--- src/rtl/acq_sequencer.sv ---
// Acquisition sequencer: arms the sampler per trigger mode, forces a trigger on auto timeout,
// and streams the circular sample buffer back oldest-first over a valid/ready port.
`timescale 1ns / 1ps
module acq_sequencer #(
  parameter int unsigned SAMPLE_DEPTH = 8,
  parameter int unsigned AUTO_TIMEOUT = 5_000_000,
  parameter int unsigned HOLDOFF      = 1000
) (
  input  logic                    clk_50mhz,
  input  logic                    reset,
  input  logic [1:0]              mode,
  input  logic                    arm,
  output logic                    smp_activate,
  input  logic                    smp_done,
  output logic                    smp_force_trig,
  input  logic [SAMPLE_DEPTH-1:0] trig_offset,
  output logic [SAMPLE_DEPTH-1:0] rd_addr,
  input  logic [7:0]              rd_data,
  output logic [7:0]              out_data,
  output logic                    out_valid,
  input  logic                    out_ready,
  output logic                    out_last,
  output logic                    busy,
  output logic                    auto_flag
);

  localparam logic [1:0] ModeStop   = 2'd0;
  localparam logic [1:0] ModeSingle = 2'd1;
  localparam logic [1:0] ModeNormal = 2'd2;
  localparam logic [1:0] ModeAuto   = 2'd3;

  localparam int unsigned CntW   = SAMPLE_DEPTH + 1;
  localparam int unsigned TmrMax = (AUTO_TIMEOUT > HOLDOFF) ? AUTO_TIMEOUT : HOLDOFF;
  localparam int unsigned TmrW   = $clog2(TmrMax);

  localparam logic [CntW-1:0]         LastCnt = CntW'((1 << SAMPLE_DEPTH) - 1);
  localparam logic [TmrW-1:0]         AutoEnd = TmrW'(AUTO_TIMEOUT - 1);
  localparam logic [TmrW-1:0]         HoldEnd = TmrW'(HOLDOFF - 1);
  // Trigger sits mid-buffer, so the oldest sample is half a buffer past it.
  localparam logic [SAMPLE_DEPTH-1:0] HalfOff = {1'b1, {(SAMPLE_DEPTH-1){1'b0}}};

  typedef enum logic [2:0] {
    StIdle, StArm, StWaitDone, StFetch, StLatch, StSend, StHoldoff, StDrain
  } state_e;

  state_e                  state_q, state_d;
  logic [1:0]              run_mode_q, run_mode_d;
  logic [TmrW-1:0]         tmr_q, tmr_d;
  logic [CntW-1:0]         count_q, count_d;
  logic [SAMPLE_DEPTH-1:0] start_q, start_d;
  logic                    done_prev_q;
  logic                    auto_flag_q, auto_flag_d;
  logic [7:0]              out_data_q, out_data_d;
  logic                    out_valid_q, out_valid_d;
  logic                    out_last_q, out_last_d;
  logic                    done_rise;

  assign done_rise = smp_done & ~done_prev_q;

  always_comb begin
    state_d        = state_q;
    run_mode_d     = run_mode_q;
    tmr_d          = tmr_q;
    count_d        = count_q;
    start_d        = start_q;
    auto_flag_d    = auto_flag_q;
    out_data_d     = out_data_q;
    out_valid_d    = out_valid_q;
    out_last_d     = out_last_q;
    smp_activate   = 1'b0;
    smp_force_trig = 1'b0;

    unique case (state_q)
      StIdle: begin
        if ((mode == ModeSingle && arm) || mode == ModeNormal || mode == ModeAuto) begin
          state_d = StArm;
        end
      end
      StArm: begin
        smp_activate = 1'b1;
        tmr_d        = '0;
        auto_flag_d  = 1'b0;
        run_mode_d   = mode;
        state_d      = StWaitDone;
      end
      StWaitDone: begin
        // A completed capture wins over a concurrent stop so DRAIN never waits on a spent edge.
        if (done_rise) begin
          start_d = trig_offset + HalfOff;
          count_d = '0;
          state_d = StFetch;
        end else if (mode == ModeStop) begin
          smp_force_trig = 1'b1;
          state_d        = StDrain;
        end else if (run_mode_q == ModeAuto) begin
          if (tmr_q == AutoEnd) begin
            if (!auto_flag_q) begin
              smp_force_trig = 1'b1;
              auto_flag_d    = 1'b1;
            end
          end else begin
            tmr_d = tmr_q + TmrW'(1);
          end
        end
      end
      StDrain: begin
        if (done_rise) begin
          state_d = StIdle;
        end
      end
      StFetch: begin
        state_d = StLatch;
      end
      StLatch: begin
        out_data_d  = rd_data;
        out_valid_d = 1'b1;
        out_last_d  = (count_q == LastCnt);
        state_d     = StSend;
      end
      StSend: begin
        if (out_ready) begin
          out_valid_d = 1'b0;
          out_last_d  = 1'b0;
          if (out_last_q) begin
            if (run_mode_q == ModeNormal || run_mode_q == ModeAuto) begin
              tmr_d   = '0;
              state_d = StHoldoff;
            end else begin
              state_d = StIdle;
            end
          end else begin
            count_d = count_q + CntW'(1);
            state_d = StFetch;
          end
        end
      end
      StHoldoff: begin
        if (tmr_q == HoldEnd) begin
          state_d = (mode == ModeStop || mode == ModeSingle) ? StIdle : StArm;
        end else begin
          tmr_d = tmr_q + TmrW'(1);
        end
      end
      default: state_d = StIdle;
    endcase
  end

  always_ff @(posedge clk_50mhz) begin
    if (reset) begin
      state_q     <= StIdle;
      run_mode_q  <= ModeStop;
      tmr_q       <= '0;
      count_q     <= '0;
      start_q     <= '0;
      done_prev_q <= 1'b0;
      auto_flag_q <= 1'b0;
      out_data_q  <= '0;
      out_valid_q <= 1'b0;
      out_last_q  <= 1'b0;
    end else begin
      state_q     <= state_d;
      run_mode_q  <= run_mode_d;
      tmr_q       <= tmr_d;
      count_q     <= count_d;
      start_q     <= start_d;
      done_prev_q <= smp_done;
      auto_flag_q <= auto_flag_d;
      out_data_q  <= out_data_d;
      out_valid_q <= out_valid_d;
      out_last_q  <= out_last_d;
    end
  end

  assign rd_addr   = start_q + count_q[SAMPLE_DEPTH-1:0];
  assign out_data  = out_data_q;
  assign out_valid = out_valid_q;
  assign out_last  = out_last_q;
  assign auto_flag = auto_flag_q;
  assign busy      = (state_q != StIdle);

endmodule

--- config.mk ---
export PLATFORM = sky130hd
export DESIGN_NAME = acq_sequencer
export DESIGN_NICKNAME = d
export VERILOG_FILES = /design/src/rtl/acq_sequencer.sv
export SDC_FILE = /design/constraint.sdc
export NUM_CORES = 1
export LEC_CHECK = 0
export BUFFER_PORTS_ARGS = -buffer_cell sky130_fd_sc_hd__buf_2
export CORE_ASPECT_RATIO = 0.7
export CORE_UTILIZATION = 57
export CTS_CLUSTER_DIAMETER = 50
export DETAILED_ROUTE_END_ITERATION = 10
export PLACE_DENSITY = 0.87
export SYNTH_ARGS = -nofsm -noshare
export SYNTH_HDL_FRONTEND = slang
export SYNTH_SLANG_ARGS = --single-unit
--- constraint.sdc ---
create_clock -name clk_50mhz -period 2.4 [get_ports clk_50mhz]
set_input_delay 0.36 -clock clk_50mhz [delete_from_list [all_inputs] [get_ports clk_50mhz]]
set_output_delay 0.36 -clock clk_50mhz [all_outputs]
set_load 0.05 [all_outputs]
; ---- Word-level counts from Yosys, hierarchy flattened
; Cells that the tools add are included.
; Widths: inputs -> output; s select.
[totals]
out_inout_bits = 22
elab_cells = 102
inputBits = 23
regBits = 57
[op_classes]
n_eq_ne = 30
reduce_logical = 18
n_bitwise = 2
n_mux = 38
add_sub_neg = 4
[ops]
columns = op, n
row1 = $mux 23, 8
row2 = $pmux 23 s4, 1
row3 = $ne 2x2->1 const B, 14
row4 = $mux 9, 3
row5 = $mux 3, 8
row6 = $pmux 3 s8, 1
row7 = $add 23x1->23 const B, 1
row8 = $eq 23x10->1 const B, 1
row9 = $eq 23x23->1 const B, 1
row10 = $pmux 9 s2, 1
row11 = $mux 1, 13
row12 = $eq 3x3->1 const B, 4
row13 = $reduce_and 5->1, 2
row14 = $add 9x1->9 const B, 1
row15 = $eq 9x8->1 const B, 1
row16 = $reduce_and 9->1, 1
row17 = $add 8x8->8, 1
row18 = $add 8x8->8 const B, 1
row19 = $eq 2x2->1 const B, 4
row20 = $eq 3x2->1 const B, 2
row21 = $pmux 1 s2, 3
row22 = $reduce_bool 2->1, 3
row23 = $logic_or 1x1->1, 4
row24 = $reduce_and 2->1, 2
row25 = other kinds (11), 11

; ---- Logic depth before layout (Yosys ltp)
[logic_depth]
word_depth = 6
ltp_mapped = 7

; ---- Least setup slack after synthesis
; No wires, ideal clock.
[synth_path]
kind = register -> output
start = reg tmr_q[13]
end = out smp_force_trig
n_path_buf = 1
setup_slack_ns = -0.751
path_stages_with_launch = 7
arrival_time_ns = 2.791
path_cell_list = dfxtp_1 -> clkbuf_1 -> nor4_1 -> nand4b_1 -> nor3_1 -> a21oi_1 -> nor4_1
[synth_via]
elab_chain_len = 6
[synth_rtl]
columns = element, line
row1 = start: declaration, 48  ; logic [TmrW-1:0] tmr_q, tmr_d;
row2 = start signal: assignment, 163  ; tmr_q <= tmr_d;
row3 = $eq 23x23->1, 96  ; if (tmr_q == AutoEnd) begin
row4 = $mux 1, 96
row5 = $mux 1, 95  ; end else if (run_mode_q == ModeAuto) begin
row6 = $mux 1, 92  ; end else if (mode == ModeStop) begin
row7 = $mux 1, 88  ; if (done_rise) begin
row8 = $mux 1, 73  ; unique case (state_q)
row9 = end: declaration, 15  ; output logic smp_force_trig,
; Every way passes these cells.

; ---- Final worst setup path
[layout_path]
start = reg count_q[0]
end = out rd_addr[6]
[layout_via]
elab_chain_len = 1
[layout_rtl]
columns = element, line
row1 = start: declaration, 49  ; logic [CntW-1:0] count_q, count_d;
row2 = start signal: assignment, 164  ; count_q <= count_d;
row3 = $add 8x8->8, 174  ; assign rd_addr = start_q + count_q[SAMPLE_DEPTH-1:0];
row4 = end: declaration, 17  ; output logic [SAMPLE_DEPTH-1:0] rd_addr,
; Every way passes these cells.

==> metrics <==
Synth top cells by count dfxtp_1 (57), nand2_1 (55), a21oi_1 (33); post-route ant nets 0; Avg Inst Size Synth 8.18 um^2; CP max stage cell dfxtp_2; Critical Path AT 2.23 ns; Final Net Count 495; Power Dens Cells 682 nW/um^2; Hold Crit Start trig_offset[7]; initial antenna violation count 0; first-iteration detailed-routing DRC count 488; WS Path Type flop to primary output; DP HPWL 6200 um; Worst Max-Slew Pin Slew 0.630 ns; Critical Path End Type primary output; Setup Viol. Count Final 3; depth of the worst hold-timing path 2; final worst slack -0.193 ns; setup_tns -0.263 ns; Hold Buf Count CTS 0; outcome finished with violations; Reg area 1170 um^2; Critical Path RT 2.04 ns; Slew Limit Fails 0; Die Height 64.6 um; first-pass GRT wire length 14,600 um; skew final 0.00856 ns; pin count of the biggest net entering global routing 36; num rows 22; sequential share of the synthesized area 35.8%; Max rail drop VDD 0.465 mV; H-tree Lvls 3; normalized max-slew margin 57.9%; area delta synth->final 28.0%; GRT Resource Usage Total 31.8%; worst-path cell chain ha_4 -> fa_2 -> a21o_1 -> a21oi_2 -> o21bai_2 -> a21oi_2 -> xnor2_1 -> buf_4; IO Count 45; min cycle time layout 2.59 ns; most frequent cell after synthesis dfxtp_1; CP peak stage delay 0.34 ns; Crit path top cell by count a21oi_2; leakage 1.57 nW; vias per cell 6.57; Top FF cell, synth dfxtp_1; WL final 9720 um; vias 3,521; initial core utilization 60.0%; vias in the first global route 3,060; CP startpoint count_q[0]$_SDFFE_PP0P_; Worst-Skew Late Latency 0.35 ns; GR Layer Usage met3 9.39%; share of layout cells above drive strength 1 30.8%; Worst R2R Path Depth 7; worst slack, placed 0.0275 ns; root buf cell clkbuf_8; failing checks setup timing; crit path max fanout 2; Top delay family on crit path compound AO/OA/AOI/OAI gates; synthesized flop and latch total 57; GR peak layer met2; yosys warns 0; unrepaired setup endpoints after global routing yes; first drt pass iteration count 6; Die X 91.4 um; fmax 386 MHz; Mapped Area 3190 um^2; fin cells 536; Cell Count Post-Placement 515; R2R setup slack 0.03 ns; final core utilization 76.8%; clock tree sinks 57; Syn Nets 425; gp weighted congestion 0.978; number of synthesized flops with an enable pin 0; GR Layer Usage met1 44.2%; largest area contributor in the netlist dfxtp_1; reg2reg start tmr_q[0]$_SDFFE_PP0P_; maxcap violations 0; number of buffers created by CTS 9; CORE AREA 5310 um^2; Buf/Inv on CP 1; # fillers 358; Synth top area share 35.8%; Mapped Cells 390; Multi-input gate area 2120 um^2; Post-synth ARST share 0%; synth unique cells 60; DR WL/cell 18.1 um; CTS max path bufs 2; ranking of synthesized cells by area dfxtp_1 (36%), nand2_1 (6.5%), a21oi_1 (5.2%); R2R Path End tmr_q[5]$_SDFFE_PP0P_; IO Port Bufs 44; Hold Path Class input port to flop; CTS tree built; # diodes 0; grt total ovfl 0; grt met2 use 46.5%; CTS clock-pin slew for the worst setup and hold paths 0.07 ns; CP Launch Type flop; # DRC 0; worst hold path endpoint start_q[7]$_SDFFE_PP0P_; Die ar. 5900 um^2; Fin. Hold Viols 0; final period utilization 108%
layout make-up:
| class | instances | area share (%) |
|---|---|---|
| clock buffers | 9 | 3.03 |
| inverters | 8 | 0.736 |
| repair buffers | 76 | 12.0 |
| multi-input cells | 308 | 51.9 |
| flip-flops and latches | 57 | 28.6 |
| well taps | 72 | 2.21 |
| clock inverters | 6 | 1.47 |
stage by stage:
step                      instance area (um^2)  power, mW  hold slack, ns
final                                     4080       2.78           0.190
after global routing                      4080       2.91           0.176
after CTS                                 3880       2.74           0.187
after detailed placement                  3640       1.88           0.448
after global placement                    3640       1.86           0.439
after floorplan                           3200       1.66           0.440
metal layers:
metal  vias to the layer above  part of all wire [%]
li1                       1617                     -
met1                      1580                    43
met2                       278                    43
met3                        46                    11
met4                         0                   3.2
met5                         -                     0
state kept, by name, indices dropped and copies added (netlist names):
name / count
count_q: 9
auto_flag: 1
out_data: 8
run_mode_q: 2
done_prev_q: 1
state_q: 3
start_q: 8
out_valid: 1
tmr_q: 23
out_last: 1
cell families after synthesis:
group | after synthesis | synth area share [%]
multiplexers | 3 | 0.942
AO/OA/AOI/OAI | 112 | 24.4
XOR/XNOR | 10 | 2.75
flip-flops | 57 | 35.8
AND/OR/NAND/NOR | 170 | 27.6
buffers and inverters | 26 | 3.57
adder cells (fa/ha/maj) | 12 | 4.94
worst max-delay path by stage:
stage                        endpoint  slack [ns]  cells past startpoint
2_1_floorplan          smp_force_trig       -0.19                      6
3_3_place_gp   tmr_q[12]$_SDFFE_PP0P_        0.07                      7
3_5_place_dp   tmr_q[11]$_SDFFE_PP0P_        0.03                      7
4_1_cts                    rd_addr[7]       -0.15                      7
5_1_grt                    rd_addr[6]       -0.24                      8
6_report                   rd_addr[6]       -0.19                      8
power breakdown:
part	switching (mW)	internal [mW]	leakage, nW
clock	0.394	0.467	0.0909
combinational	0.573	0.288	1.01
sequential	0.0574	1.00	0.470
total	1.02	1.76	1.57
cells in the final DEF, fill, tap and decap left out, types with 5 or more instances in the layout:
cell type,n
nand2_1,54
dfxtp_1,41
buf_2,39
buf_4,32
nor2_1,29
a21oi_1,29
dfxtp_2,13
o31ai_1,12
nor3_1,11
nand4_1,10
o311ai_0,9
o21ai_0,9
clkbuf_8,9
inv_1,8
nand3_1,8
a31oi_1,8
ha_1,7
and3_1,6
nand2b_1,6
xnor2_1,5
nor4_1,5
buf_6,5
what timing repair did:
action	4_1_cts	5_1_grt
pin swaps	8	13
endpoints found under the hold margin	0	0
cloned	0	2
setup buffers	2	3
resized for setup	14	47
setup endpoints to repair	6	25
(Power assumes the default switching activity.)
